==> src/rtl/datapath_pkg.sv <==
// -----------------------------------------------------------------------------
// datapath_pkg
// Shared definitions for the multi-cycle RV32I-subset datapath: opcode, funct3
// and funct7 constants, ALU-op / state / immediate-format enums, and the
// instruction decoder used by multicycle_datapath.
// No ports (package).
// -----------------------------------------------------------------------------
package datapath_pkg;

    localparam logic [6:0] OPC_OP     = 7'b0110011;
    localparam logic [6:0] OPC_OPIMM  = 7'b0010011;
    localparam logic [6:0] OPC_LOAD   = 7'b0000011;
    localparam logic [6:0] OPC_STORE  = 7'b0100011;
    localparam logic [6:0] OPC_BRANCH = 7'b1100011;

    localparam logic [2:0] F3_ADD_SUB = 3'b000;
    localparam logic [2:0] F3_SLT     = 3'b010;
    localparam logic [2:0] F3_SLTU    = 3'b011;
    localparam logic [2:0] F3_XOR     = 3'b100;
    localparam logic [2:0] F3_OR      = 3'b110;
    localparam logic [2:0] F3_AND     = 3'b111;
    localparam logic [2:0] F3_LW      = 3'b010;
    localparam logic [2:0] F3_SW      = 3'b010;
    localparam logic [2:0] F3_BEQ     = 3'b000;
    localparam logic [2:0] F3_BNE     = 3'b001;

    localparam logic [6:0] F7_BASE    = 7'b0000000;
    localparam logic [6:0] F7_SUB     = 7'b0100000;

    typedef enum logic [2:0] {
        ALU_ADD, ALU_SUB, ALU_AND, ALU_OR, ALU_XOR, ALU_SLT, ALU_SLTU
    } alu_op_e;

    typedef enum logic [2:0] {
        S_IDLE, S_FETCH, S_DECODE, S_EXEC, S_MEM, S_WB, S_HALT
    } state_e;

    typedef enum logic [1:0] {
        IMM_NONE, IMM_I, IMM_S, IMM_B
    } imm_fmt_e;

    typedef enum logic [2:0] {
        K_ILLEGAL, K_ALU_R, K_ALU_I, K_LOAD, K_STORE, K_BRANCH
    } kind_e;

    typedef struct packed {
        kind_e    kind;
        alu_op_e  alu_op;
        imm_fmt_e imm_fmt;
        logic     uses_rs1;
        logic     uses_rs2;
        logic     uses_rd;
        logic     bne;
    } dec_t;

    // 32-bit sign-extended immediate; caller widens to XLEN.
    function automatic logic [31:0] imm32(input logic [31:0] ir, input imm_fmt_e fmt);
        case (fmt)
            IMM_I:   return {{20{ir[31]}}, ir[31:20]};
            IMM_S:   return {{20{ir[31]}}, ir[31:25], ir[11:7]};
            IMM_B:   return {{19{ir[31]}}, ir[31], ir[7], ir[30:25], ir[11:8], 1'b0};
            default: return '0;
        endcase
    endfunction

    function automatic dec_t decode(input logic [31:0] ir, input logic bne_en);
        dec_t       d;
        logic [2:0] f3;
        logic [6:0] f7;
        f3         = ir[14:12];
        f7         = ir[31:25];
        d.kind     = K_ILLEGAL;
        d.alu_op   = ALU_ADD;
        d.imm_fmt  = IMM_NONE;
        d.uses_rs1 = 1'b1;
        d.uses_rs2 = 1'b0;
        d.uses_rd  = 1'b0;
        d.bne      = 1'b0;
        case (ir[6:0])
            OPC_OP: begin
                d.uses_rs2 = 1'b1;
                d.uses_rd  = 1'b1;
                if (f7 == F7_SUB && f3 == F3_ADD_SUB) begin
                    d.kind   = K_ALU_R;
                    d.alu_op = ALU_SUB;
                end else if (f7 == F7_BASE) begin
                    d.kind = K_ALU_R;
                    case (f3)
                        F3_ADD_SUB: d.alu_op = ALU_ADD;
                        F3_SLT:     d.alu_op = ALU_SLT;
                        F3_SLTU:    d.alu_op = ALU_SLTU;
                        F3_XOR:     d.alu_op = ALU_XOR;
                        F3_OR:      d.alu_op = ALU_OR;
                        F3_AND:     d.alu_op = ALU_AND;
                        default:    d.kind   = K_ILLEGAL;
                    endcase
                end
            end
            OPC_OPIMM: begin
                d.uses_rd = 1'b1;
                d.imm_fmt = IMM_I;
                d.kind    = K_ALU_I;
                case (f3)
                    F3_ADD_SUB: d.alu_op = ALU_ADD;
                    F3_SLT:     d.alu_op = ALU_SLT;
                    F3_OR:      d.alu_op = ALU_OR;
                    F3_AND:     d.alu_op = ALU_AND;
                    default:    d.kind   = K_ILLEGAL;
                endcase
            end
            OPC_LOAD: begin
                d.uses_rd = 1'b1;
                d.imm_fmt = IMM_I;
                if (f3 == F3_LW) d.kind = K_LOAD;
            end
            OPC_STORE: begin
                d.uses_rs2 = 1'b1;
                d.imm_fmt  = IMM_S;
                if (f3 == F3_SW) d.kind = K_STORE;
            end
            OPC_BRANCH: begin
                d.uses_rs2 = 1'b1;
                d.imm_fmt  = IMM_B;
                d.alu_op   = ALU_SUB;
                if (f3 == F3_BEQ) begin
                    d.kind = K_BRANCH;
                end else if (f3 == F3_BNE && bne_en) begin
                    d.kind = K_BRANCH;
                    d.bne  = 1'b1;
                end
            end
            default: d.uses_rs1 = 1'b0;
        endcase
        return d;
    endfunction

endpackage

==> src/rtl/multicycle_datapath_alu.sv <==
// -----------------------------------------------------------------------------
// alu
// Combinational ALU for the multi-cycle datapath.
// Ports: a, b (XLEN operands), op (alu_op_e), result (XLEN), zero (result==0).
// -----------------------------------------------------------------------------
module alu
    import datapath_pkg::*;
#(
    parameter int unsigned XLEN = 32
) (
    input  logic [XLEN-1:0] a,
    input  logic [XLEN-1:0] b,
    input  alu_op_e         op,
    output logic [XLEN-1:0] result,
    output logic            zero
);

    always_comb begin
        result = '0;
        case (op)
            ALU_ADD:  result = a + b;
            ALU_SUB:  result = a - b;
            ALU_AND:  result = a & b;
            ALU_OR:   result = a | b;
            ALU_XOR:  result = a ^ b;
            ALU_SLT:  result = XLEN'($signed(a) < $signed(b));
            ALU_SLTU: result = XLEN'(a < b);
            default:  result = '0;
        endcase
    end

    assign zero = (result == '0);

endmodule

==> src/rtl/multicycle_datapath.sv <==
// -----------------------------------------------------------------------------
// multicycle_datapath
// Multi-cycle RV32I-subset core (add/sub/and/or/xor/slt/sltu, addi/andi/ori/
// slti, lw, sw, beq) with req/ack instruction and data memory ports.
// Phases: IDLE -> FETCH -> DECODE -> EXEC -> [MEM] -> [WB]; HALT on any
// illegal condition (absorbing until reset).
// Optional: MULTICYCLE_DATAPATH_BNE_EN enables bne; otherwise bne halts.
// Ports:
//   clk, rst (async, active-low)
//   imem_req/imem_addr -> , imem_ack/imem_rdata <-        instruction fetch
//   dmem_req/dmem_we/dmem_addr/dmem_wdata -> ,
//   dmem_ack/dmem_rdata <-                                 data access
//   retire  one-cycle pulse per completed instruction
//   halted  sticky stop indication
// -----------------------------------------------------------------------------
module multicycle_datapath
    import datapath_pkg::*;
#(
    parameter int unsigned     XLEN     = 32,
    parameter int unsigned     NREGS    = 32,
    parameter logic [XLEN-1:0] RESET_PC = '0
) (
    input  logic            clk,
    input  logic            rst,
    output logic            imem_req,
    output logic [XLEN-1:0] imem_addr,
    input  logic            imem_ack,
    input  logic [31:0]     imem_rdata,
    output logic            dmem_req,
    output logic            dmem_we,
    output logic [XLEN-1:0] dmem_addr,
    output logic [XLEN-1:0] dmem_wdata,
    input  logic            dmem_ack,
    input  logic [XLEN-1:0] dmem_rdata,
    output logic            retire,
    output logic            halted
);

    localparam int unsigned AW = $clog2(NREGS);

`ifdef MULTICYCLE_DATAPATH_BNE_EN
    localparam logic BNE_EN = 1'b1;
`else
    localparam logic BNE_EN = 1'b0;
`endif

    state_e          state_q, state_d;
    logic [XLEN-1:0] pc_q, pc_d;
    logic [31:0]     ir_q, ir_d;
    logic [XLEN-1:0] a_q, a_d, b_q, b_d, res_q, res_d;
    logic [XLEN-1:0] addr_q, addr_d, wdata_q, wdata_d;
    logic            we_q, we_d;
    logic [XLEN-1:0] regs_q [NREGS];

    dec_t            dec;
    logic [4:0]      rs1, rs2, rd;
    logic [XLEN-1:0] rf_rs1, rf_rs2, imm, alu_b, alu_res, br_target, pc_plus4;
    logic            alu_zero, reg_bad, taken, rf_we;

    assign dec       = decode(ir_q, BNE_EN);
    assign rs1       = ir_q[19:15];
    assign rs2       = ir_q[24:20];
    assign rd        = ir_q[11:7];
    assign imm       = XLEN'($signed(imm32(ir_q, dec.imm_fmt)));
    // Entry 0 is never written, so x0 reads zero without a special case.
    assign rf_rs1    = regs_q[rs1[AW-1:0]];
    assign rf_rs2    = regs_q[rs2[AW-1:0]];
    assign reg_bad   = (dec.uses_rs1 && 32'(rs1) >= NREGS) ||
                       (dec.uses_rs2 && 32'(rs2) >= NREGS) ||
                       (dec.uses_rd  && 32'(rd)  >= NREGS);
    assign alu_b     = (dec.kind == K_ALU_R || dec.kind == K_BRANCH) ? b_q : imm;
    assign pc_plus4  = pc_q + XLEN'(4);
    assign br_target = pc_q + imm;
    assign taken     = dec.bne ? ~alu_zero : alu_zero;

    alu #(.XLEN(XLEN)) u_alu (
        .a      (a_q),
        .b      (alu_b),
        .op     (dec.alu_op),
        .result (alu_res),
        .zero   (alu_zero)
    );

    assign imem_req   = (state_q == S_FETCH);
    assign imem_addr  = pc_q;
    assign dmem_req   = (state_q == S_MEM);
    assign dmem_we    = we_q;
    assign dmem_addr  = addr_q;
    assign dmem_wdata = wdata_q;
    assign halted     = (state_q == S_HALT);

    always_comb begin
        state_d = state_q;
        pc_d    = pc_q;
        ir_d    = ir_q;
        a_d     = a_q;
        b_d     = b_q;
        res_d   = res_q;
        addr_d  = addr_q;
        wdata_d = wdata_q;
        we_d    = we_q;
        rf_we   = 1'b0;
        retire  = 1'b0;
        case (state_q)
            S_IDLE: state_d = S_FETCH;
            S_FETCH: begin
                if (imem_ack) begin
                    ir_d    = imem_rdata;
                    state_d = S_DECODE;
                end
            end
            S_DECODE: begin
                a_d     = rf_rs1;
                b_d     = rf_rs2;
                state_d = (dec.kind == K_ILLEGAL || reg_bad) ? S_HALT : S_EXEC;
            end
            S_EXEC: begin
                case (dec.kind)
                    K_ALU_R, K_ALU_I: begin
                        res_d   = alu_res;
                        state_d = S_WB;
                    end
                    K_LOAD, K_STORE: begin
                        if (alu_res[1:0] != 2'b00) begin
                            state_d = S_HALT;
                        end else begin
                            addr_d  = alu_res;
                            wdata_d = b_q;
                            we_d    = (dec.kind == K_STORE);
                            state_d = S_MEM;
                        end
                    end
                    K_BRANCH: begin
                        if (taken && br_target[1]) begin
                            state_d = S_HALT;
                        end else begin
                            pc_d    = taken ? br_target : pc_plus4;
                            retire  = 1'b1;
                            state_d = S_FETCH;
                        end
                    end
                    default: state_d = S_HALT;
                endcase
            end
            S_MEM: begin
                if (dmem_ack) begin
                    if (we_q) begin
                        pc_d    = pc_plus4;
                        retire  = 1'b1;
                        state_d = S_FETCH;
                    end else begin
                        res_d   = dmem_rdata;
                        state_d = S_WB;
                    end
                end
            end
            S_WB: begin
                rf_we   = 1'b1;
                retire  = 1'b1;
                pc_d    = pc_plus4;
                state_d = S_FETCH;
            end
            S_HALT:  state_d = S_HALT;
            default: state_d = S_HALT;
        endcase
    end

    always_ff @(posedge clk or negedge rst) begin
        if (!rst) begin
            state_q <= S_IDLE;
            pc_q    <= RESET_PC;
            ir_q    <= '0;
            a_q     <= '0;
            b_q     <= '0;
            res_q   <= '0;
            addr_q  <= '0;
            wdata_q <= '0;
            we_q    <= 1'b0;
        end else begin
            state_q <= state_d;
            pc_q    <= pc_d;
            ir_q    <= ir_d;
            a_q     <= a_d;
            b_q     <= b_d;
            res_q   <= res_d;
            addr_q  <= addr_d;
            wdata_q <= wdata_d;
            we_q    <= we_d;
        end
    end

    always_ff @(posedge clk or negedge rst) begin
        if (!rst) begin
            for (int unsigned i = 0; i < NREGS; i++) regs_q[i] <= '0;
        end else if (rf_we && rd != 5'd0) begin
            regs_q[rd[AW-1:0]] <= res_q;
        end
    end

endmodule

==> config.mk <==
export PLATFORM = sky130hd
export DESIGN_NAME = multicycle_datapath
export DESIGN_NICKNAME = d
export VERILOG_FILES = /design/src/rtl/datapath_pkg.sv /design/src/rtl/multicycle_datapath_alu.sv /design/src/rtl/multicycle_datapath.sv
export SDC_FILE = /design/constraint.sdc
export NUM_CORES = 2
export LEC_CHECK = 0
export CAP_MARGIN = 20
export CELL_PAD_IN_SITES_DETAIL_PLACEMENT = 0
export CELL_PAD_IN_SITES_GLOBAL_PLACEMENT = 1
export CORE_MARGIN = 5
export CORE_UTILIZATION = 53
export CTS_CLUSTER_SIZE = 40
export DETAILED_ROUTE_END_ITERATION = 10
export GPL_TIMING_DRIVEN = 1
export PLACE_DENSITY = 0.9
export SYNTH_ARGS = -nofsm -noshare
export SYNTH_HDL_FRONTEND = slang
export SYNTH_SLANG_ARGS = --single-unit
==> constraint.sdc <==
create_clock -name clk -period 10 [get_ports clk]
set_clock_uncertainty 0.1 [all_clocks]
set_input_delay 2 -clock clk [delete_from_list [all_inputs] [get_ports clk]]
set_output_delay 2 -clock clk [all_outputs]
set_load 0.02 [all_outputs]
After elaboration in Yosys (flattened, before gate mapping)
Index checks and enable logic that the tools add are counted.

Bits of input ports: 68. Logic and storage cells: 170. Bits in registers: 1252. Output and inout bits: 101.

Reductions and logical operators: 26. Bitwise gates (word level): 7. Equality and inequality tests: 38. Add/sub/neg operators: 4. Muxes and demuxes: 48. Order comparisons: 6.

Operator list (count): 1024-bit bitwise mux (1); 32-bit two-way mux (14); 32-bit binary-select mux with 5-bit select (2); 32-bit case mux with 7 select lines (1); 32-bit case mux with 3 select lines (2); 32-bit demux with 5-bit select (1); 32-bit adder (2); 32-bit < comparator (2); 32-bit case mux with 2 select lines (1); 3-bit case mux with 5 select lines (3); 3-bit == test (second input constant) (11); 32-bit by 3-bit adder with 32-bit output (second input constant) (1); 32-bit bitwise AND (1); 32-bit zero test (1); 32-bit OR (1); 32-bit subtractor (1); 32-bit XOR (1); 3-bit case mux with 3 select lines (3); 3-bit by 2-bit == test with 1-bit output (second input constant) (8); 7-bit by 6-bit == test with 1-bit output (second input constant) (3); 3-bit two-way mux (7); 6-bit greater-or-equal comparator (second input constant) (3); 5-bit inverter with 6-bit output (3); 3-bit zero test (4); other kinds (28) (52).

Depth between registers and ports, before layout
Word-level depth: 16. Depth in mapped cells: 26. Gate-level depth less buffers: 23.

Cells and area by module
From an unflattened synthesis, not the netlist that was laid out.

Cells, all modules: 5202. Area total of the unflattened synthesis: 71498.6 sq um.

By module, submodules not included: multicycle_datapath (area each 65729.3 sq um, cells an instance 4331, instances 1); alu (area each 5769.3 sq um, cells an instance 871, instances 1).

Least setup slack after synthesis
OpenSTA, ideal clock, no wires.

Path kind: reg2out. Start point: register ir_q[2]. End point: output retire. Stages on the path, launching flop included: 24. Slack: 1.709 ns. Arrival: 6.191 ns. Path through: dfrtp_1 and4bb_2 or3b_1 o31ai_1 clkbuf_1 buf_1 a21o_1 ha_1 inv_1 fa_1 nand2b_1 a211o_1 a211o_1 o21ai_1 a21oi_1 o211ai_1 inv_1 a222oi_1 nand2_1 nor4b_4 nand4b_1 o2bb2ai_2 buf_2 buf_6.

Cells in the longest elaborated chain, start to end: 13.

RTL lines: from (decl) (line multicycle_datapath.sv:49) `logic [31:0] ir_q, ir_d;`; from (signal assigned) (line multicycle_datapath.sv:182) `ir_q <= ir_d;`; 7-bit by 2-bit == test with 1-bit output / 7-bit by 5-bit == test with 1-bit output (equally long branches); 2-bit OR reduction (no line); 2-bit case mux with 3 select lines (line datapath_pkg.sv:79) `case (ir[6:0])`; 2-bit == test / 2-bit by 1-bit == test with 1-bit output (equally long branches) (line datapath_pkg.sv:58) `case (fmt)`; 32-bit case mux with 3 select lines (line datapath_pkg.sv:58); 32-bit two-way mux (line multicycle_datapath.sv:71) `assign alu_b = (dec.kind == K_ALU_R || dec.kind == K_BRANCH) ? b_q : imm;`; 32-bit subtractor (tied with other cells) (line multicycle_datapath_alu.sv:22) `ALU_SUB: result = a - b;`; 32-bit case mux with 7 select lines (line multicycle_datapath_alu.sv:20) `case (op)`; 32-bit zero test (line multicycle_datapath_alu.sv:32) `assign zero = (result == '0);`; 1-bit logical AND (line multicycle_datapath.sv:134) `if (taken && br_target[1]) begin`; 1-bit two-way mux (line multicycle_datapath.sv:134); 1-bit two-way mux * (line multicycle_datapath.sv:118) `case (dec.kind)`; 1-bit case mux with 3 select lines * (line multicycle_datapath.sv:104) `case (state_q)`; to (decl) (line multicycle_datapath.sv:35) `output logic retire,`.

Every way passes the cells marked *; elsewhere a longest branch is shown, timed or not.

Worst setup path in the final report
Start point: register ir_q[3]. End point: output retire.

Same word-level chain as after synthesis.

==> flow_metrics.tcl <==
set metrics [dict create \
    synth_fp_nets 5449 \
    cp_cell_sequence "and4bb_2 -> or3b_1 -> o31ai_4 -> buf_4 -> o21ai_0 -> inv_1 -> ha_1 -> a211oi_1 -> nor4_1 -> nor2_1 -> a21boi_0 -> o31ai_2 -> o21ai_2 -> a311o_1 -> o21ai_0 -> o221ai_1 -> nor4b_4 -> nand4b_1 -> buf_4 -> o2bb2ai_4 -> clkdlybuf4s50_1" \
    cap_viol_max_count 0 \
    drt-wirelength-per-cell_um 30.7 \
    clkTransAtPathRegs_ns 0.06 \
    cts_root_buf "sky130_fd_sc_hd__clkbuf_16" \
    ys.warnings.count 0 \
    proportion_of_synthesized_chip_area_in_sequential_cells 0.443 \
    htree_num_levels 4 \
    worst-r2r-cell-count 23 \
    globalplace.congestion 0.917 \
    hp-class "flop to flop" \
    detail_route.drc_violations 0 \
    critPathTopFamily "compound AO/OA/AOI/OAI gates" \
    design.core.area_um2 133000 \
    maximum_number_of_pins_on_one_net_before_global_route_repair 186 \
    synth-main-ff-cell "sky130_fd_sc_hd__dfrtp_1" \
    crit_cells 21 \
    capture_point_of_the_critical_path "retire" \
    num-nets-final 5345 \
    initial_utilization 0.532 \
    worstPathMaxFanout 22 \
    wl_um 216000 \
    grt_pass1_vias 48637 \
    worst_path_max_delay_cell "sky130_fd_sc_hd__o31ai_2" \
    floorplan.rows 134 \
    drt_first_pass_iters 5 \
    worst_vdd_drop_mv 0.175 \
    synth-async-reset-ratio 1.00 \
    fin_util 0.589 \
    total_chip_power_mw 15.9 \
    critPathLaunch "ir_q[3]$_DFFE_PN0P_" \
    critical_path_class "flop to output port" \
    timing.final.ws_setup_ns 0.350 \
    r2r_start "ir_q[3]$_DFFE_PN0P_" \
    run_status "completed" \
    initial_antenna_violation_count 11 \
    postSynthAreaPerCell_um2 13.5 \
    drt.antenna.violating_nets 0 \
    number_of_vias_after_detailed_routing 47653 \
    worst_ep_required_time_ns 7.90 \
    dr.first_iter.drc_count 5276 \
    io_pins 169 \
    setup_repair_after_global_routing_missed_its_margin "false" \
    synth_enable_flop_cells 0 \
    die_y_um 375 \
    fmax_ghz 0.104 \
    yosys_register_bits 1252 \
    setup_viol 0 \
    cts_sinks 1252 \
    synth_area_um2 70700 \
    global_route.usage.total 0.305 \
    route.detailed.vias_per_inst 6.79 \
    area_of_the_die_um2 141000 \
    power.static_leakage_nw 35.4 \
    grt-ovfl-total 0 \
    port_buffers 168 \
    crit_buf_inv 4 \
    final_worst_path_period_need_ns 9.65 \
    timing.critical_path.slowest_cell_delay_ns 0.58 \
    reg2reg_setup_slack_ns 2.46 \
    grt_first_pass_wirelength_um 322000 \
    cp-start-kind "flop" \
    timing.critical_path.to_type "output port" \
    insertion_delay_ns 0.78 \
    worst_slew_pin_slew_ns 1.21 \
    syn2layout_area_growth_pct 10.8 \
    cts_tree "built" \
    slew_viol_final 0 \
    period_share 0.965 \
    slew_headroom 0.193 \
    yosys.cell_types.count 88 \
    layout-drive-gt1-share 0.401 \
    synthCells 5241 \
    cts_inserted_buffers 131 \
    r2r_end "imem_addr[30]$_DFFE_PN0P_" \
    hold_violations 0 \
    hpwlAfterDp_um 130000 \
    floorplan.die.width_um 375 \
    cts_buffer_depth 3 \
    power_density_cells_nw_per_um2 204 \
    cp.arrival_ns 7.55 \
    final.setup.tns_ns 0 \
    preCtsSetupSlack_ns 0.590 \
]
cells by family (layout without fill, tap and decap cells):
family          Yosys count  after routing  synth area share
mux                    1774           1774             0.383
simple gates            701            701            0.0463
other cells               0              5                 0
flops                  1252           1252             0.443
compound gates          693            693            0.0618
xor+xnor                 53             53           0.00657
buf+inv                 628            627            0.0337
fa+ha+maj               140            140            0.0251
metal layers:
metal,GRT usage,up-vias,share of wire
li1,-,19611,-
met5,0,-,0.00022
met3,0.0850,570,0.098
met4,0.134,8,0.049
met2,0.473,2399,0.47
met1,0.407,25065,0.38
placed cells by master (no fill, tap or decap), types with 91 or more instances in the layout:
cell / n
sky130_fd_sc_hd__clkbuf_16: 138
sky130_fd_sc_hd__nand2_1: 176
sky130_fd_sc_hd__mux2_2: 1062
sky130_fd_sc_hd__ha_1: 137
sky130_fd_sc_hd__buf_4: 91
sky130_fd_sc_hd__inv_1: 121
sky130_fd_sc_hd__o21ai_0: 153
sky130_fd_sc_hd__mux4_2: 640
sky130_fd_sc_hd__a21oi_1: 239
sky130_fd_sc_hd__clkdlybuf4s50_1: 167
sky130_fd_sc_hd__nor2_1: 235
sky130_fd_sc_hd__dfrtp_1: 1242
power breakdown:
group,leakage (nW),internal (mW),switching (mW)
combinational,16.1,1.81,2.27
clock,2.18,2.95,2.12
sequential,17.1,5.61,1.18
metrics by stage:
| step | instances | instance area (um^2) | hold WS [ns] |
|---|---|---|---|
| 2_1_floorplan | 5241 | 70700 | 0.341 |
| 3_3_place_gp | 6767 | 73800 | 0.276 |
| 3_5_place_dp | 6767 | 73800 | 0.282 |
| 4_1_cts | 7003 | 78200 | 0.297 |
| 5_1_grt | 7008 | 78300 | 0.308 |
| 6_report | 7013 | 78300 | 0.294 |
cell type report:
| class | instances | area (um^2) |
|---|---|---|
| fillers | 9916 | 54600 |
| multi-input cells | 3361 | 37300 |
| flip-flops and latches | 1252 | 31400 |
| clock buffers | 195 | 3910 |
| repair buffers | 270 | 2620 |
| well taps | 1768 | 2210 |
| clock inverters | 41 | 517 |
| inverters | 121 | 454 |
| diodes | 5 | 12.5 |
synthesized netlist by cell type, types with 17 or more instances:
cell,number,share of area
sky130_fd_sc_hd__a21o_1,55,0.0058
sky130_fd_sc_hd__a21oi_1,240,0.017
sky130_fd_sc_hd__a31oi_1,24,0.0021
sky130_fd_sc_hd__and2_1,17,0.0015
sky130_fd_sc_hd__and3_1,30,0.0027
sky130_fd_sc_hd__buf_1,127,0.0067
sky130_fd_sc_hd__clkbuf_1,364,0.019
sky130_fd_sc_hd__dfrtp_1,1252,0.44
sky130_fd_sc_hd__ha_1,137,0.024
sky130_fd_sc_hd__inv_1,121,0.0064
sky130_fd_sc_hd__mux2_2,1062,0.17
sky130_fd_sc_hd__mux2i_1,71,0.010
sky130_fd_sc_hd__mux4_2,640,0.20
sky130_fd_sc_hd__nand2_1,189,0.010
sky130_fd_sc_hd__nand2b_1,23,0.0020
sky130_fd_sc_hd__nand3_1,54,0.0038
sky130_fd_sc_hd__nor2_1,250,0.013
sky130_fd_sc_hd__nor2b_1,34,0.0030
sky130_fd_sc_hd__nor3_1,40,0.0028
sky130_fd_sc_hd__o21ai_0,154,0.011
sky130_fd_sc_hd__o31ai_1,18,0.0019
sky130_fd_sc_hd__xnor2_1,43,0.0053
registers in the layout (all words and copies together) (netlist names), 32 cells and up:
register / flops
a_q: 32
b_q: 32
dmem_addr: 32
dmem_wdata: 32
imem_addr: 32
ir_q: 32
regs_q: 1024
res_q: 32
worst min-delay path by stage:
| stage | start | endpoint | slack [ns] | cells past startpoint |
|---|---|---|---|---|
| after floorplan | regs_q[1000]$_DFFE_PN0P_ | regs_q[1000]$_DFFE_PN0P_ | 0.34 | 1 |
| after global placement | regs_q[996]$_DFFE_PN0P_ | regs_q[996]$_DFFE_PN0P_ | 0.28 | 0 |
| after detailed placement | regs_q[1001]$_DFFE_PN0P_ | regs_q[1001]$_DFFE_PN0P_ | 0.28 | 0 |
| after CTS | regs_q[996]$_DFFE_PN0P_ | regs_q[996]$_DFFE_PN0P_ | 0.30 | 0 |
| after global routing | regs_q[1011]$_DFFE_PN0P_ | regs_q[1011]$_DFFE_PN0P_ | 0.31 | 0 |
| final | regs_q[996]$_DFFE_PN0P_ | regs_q[996]$_DFFE_PN0P_ | 0.29 | 0 |
what timing repair did:
action                                 CTS  global route
endpoints found under the hold margin    0             0
hold buffers                             0             0
setup buffers                            0             1
pin swaps                                0             1
setup endpoints to repair                1             1
resized for setup                        4            10
No activity file was read; power rests on OpenSTA's default activity.
==> variant: new RTL, same settings <==
Build with the macro `MULTICYCLE_DATAPATH_BNE_EN` defined.
--- a/src/rtl/multicycle_datapath.sv
+++ b/src/rtl/multicycle_datapath.sv
@@ -14,4 +14,6 @@
 //   halted  sticky stop indication
 // -----------------------------------------------------------------------------
+`define MULTICYCLE_DATAPATH_BNE_EN
+
 module multicycle_datapath
     import datapath_pkg::*;
Behaviour: not the same (a bounded check fails within 4 cycles, from zero or initial values and one cycle with rst low).
==> variant against the unedited design <==
  * Critical path depth is 2 higher
  * Area after synthesis is 0.27% higher
  * Total power fell by 16%
  * Setup slack worse by 0.14 ns
  * Worst hold slack better by 0.00064 ns
  * Wire length is 1.5% higher
  * Largest cell class unchanged
  * Highest routed layer unchanged
  * Cell area grew 0.33%
  * Sequential cell count did not move
==> variant: results (changes against the unedited design) <==
metric	value	unit	change
synth_cell_types	89		+1.1%
dp_cells	6766		-0.015%
gp_congestion	0.920		+0.37%
gr-usage-met3	9.11	%	+0.61 points
routed_via_density	6.85		+0.78%
stdcell_count	7006		-0.10%
syn-num-nets	5414		-0.64%
layout-drive-gt1-share	40.8	%	+0.76 points
fill_cells	10100		+1.4%
wl_met2	102000	µm	+0.51%
synthTopCellsByArea	dfrtp_1 44%, mux4_2 20%, mux2_2 17%		
first_global_vias	48600		+0.016%
grt_use_met1	41.5	%	+0.76 points
met1_length	84300	µm	+1.8%
grt_use_total	31.0	%	+0.45 points
final_net_count	5347		+0.037%
antenna_found_initial	13		+2
path_max_fanout	8		-64%
power.leakage	35.4	nW	about the same
grt_first_pass_wirelength	327000	µm	+1.5%
post-place-ws	0.453	ns	-0.137 ns
dr.first_iter.drc_count	4946		-6.3%
min_path_type	reg2reg		
syn-instance-count	5209		-0.61%
numCtsBuffers	133		+1.5%
synth_common_cells	1252 x dfrtp_1, 1082 x mux2_2, 640 x mux4_2, 373 x clkbuf_1, 232 x nor2_1		
dp_hpwl	134000	µm	+3.1%
grt_max_degree	163		-12%
status	complete, no violations		
cp_slowest_cell	clkdlybuf4s50_1		
cp.arrival	7.69	ns	+0.14 ns
placed_cell_area	0.0741	mm²	+0.48%
worst_pin_slew	1.18	ns	-0.0321 ns
grt.met2_usage	47.8	%	+0.54 points
multi_input_area	0.0374	mm²	+0.51%
max_stage_delay	0.56	ns	-0.02 ns
yosysSeqAreaShare	44.2	%	-0.12 points
dr_wl_met3	22600	µm	+6.9%
irDropWorstVdd	0.209	mV	+19%
wl	219000	µm	+1.5%
-- variant: worst paths after layout --
check	endpoint	slack, ns	depth (start not counted)	from
worst max register to register	imem_addr[31]	2.35	25	ir_q[28]
worst min register to register	regs_q[998]	0.29	0	regs_q[998]
min in group asynchronous	regs_q[933]	1.18	1	rst
worst min-delay path	regs_q[998]	0.29	0	regs_q[998]
worst max-delay path	retire	0.21	23	ir_q[28]
max in group asynchronous	regs_q[408]	6.44	3	rst
-- variant: repair_timing --
item / 4_1_cts / 5_1_grt
gates cloned: 1 / 0
resized for setup: 8 / 17
endpoints found under the setup margin: 1 / 1
pin swaps: 1 / 3
setup buffers: 0 / 7
-- variant: cell type report --
class	instances	area share, %
clock inverter	40	0.560
antenna	3	0.00955
tap	1768	2.81
clock buffer	188	4.99
multi-input combinational	3330	47.6
sequential	1252	39.9
timing repair buffer	286	3.41
inverter	139	0.665
-- variant: worst max-delay path: cells and delay by family (launching register included) --
family | cells | cell delay [ns]
AND/OR/NAND/NOR | 6 | 2.19
buffers and inverters | 4 | 1.05
adder cells (fa/ha/maj) | 1 | 0.34
multiplexers | 1 | 0.38
AO/OA/AOI/OAI | 11 | 2.55
flip-flops | 1 | 0.41
-- variant: logic make-up after synthesis --
logic type	share of synthesized area, %
fa+ha+maj	2.45
mux	39.2
flops	44.2
buf+inv	3.37
xor+xnor	0.618
compound gates	5.76
simple gates	4.43
-- variant: report_power, final --
group / total, W / leakage, nW / internal [W] / switching, W
Clock: 0.00499 / 2.14 / 0.00289 / 0.00210
Combinational: 0.00244 / 16.1 / 0.000937 / 0.00150
Sequential: 0.00602 / 17.1 / 0.00530 / 0.000717
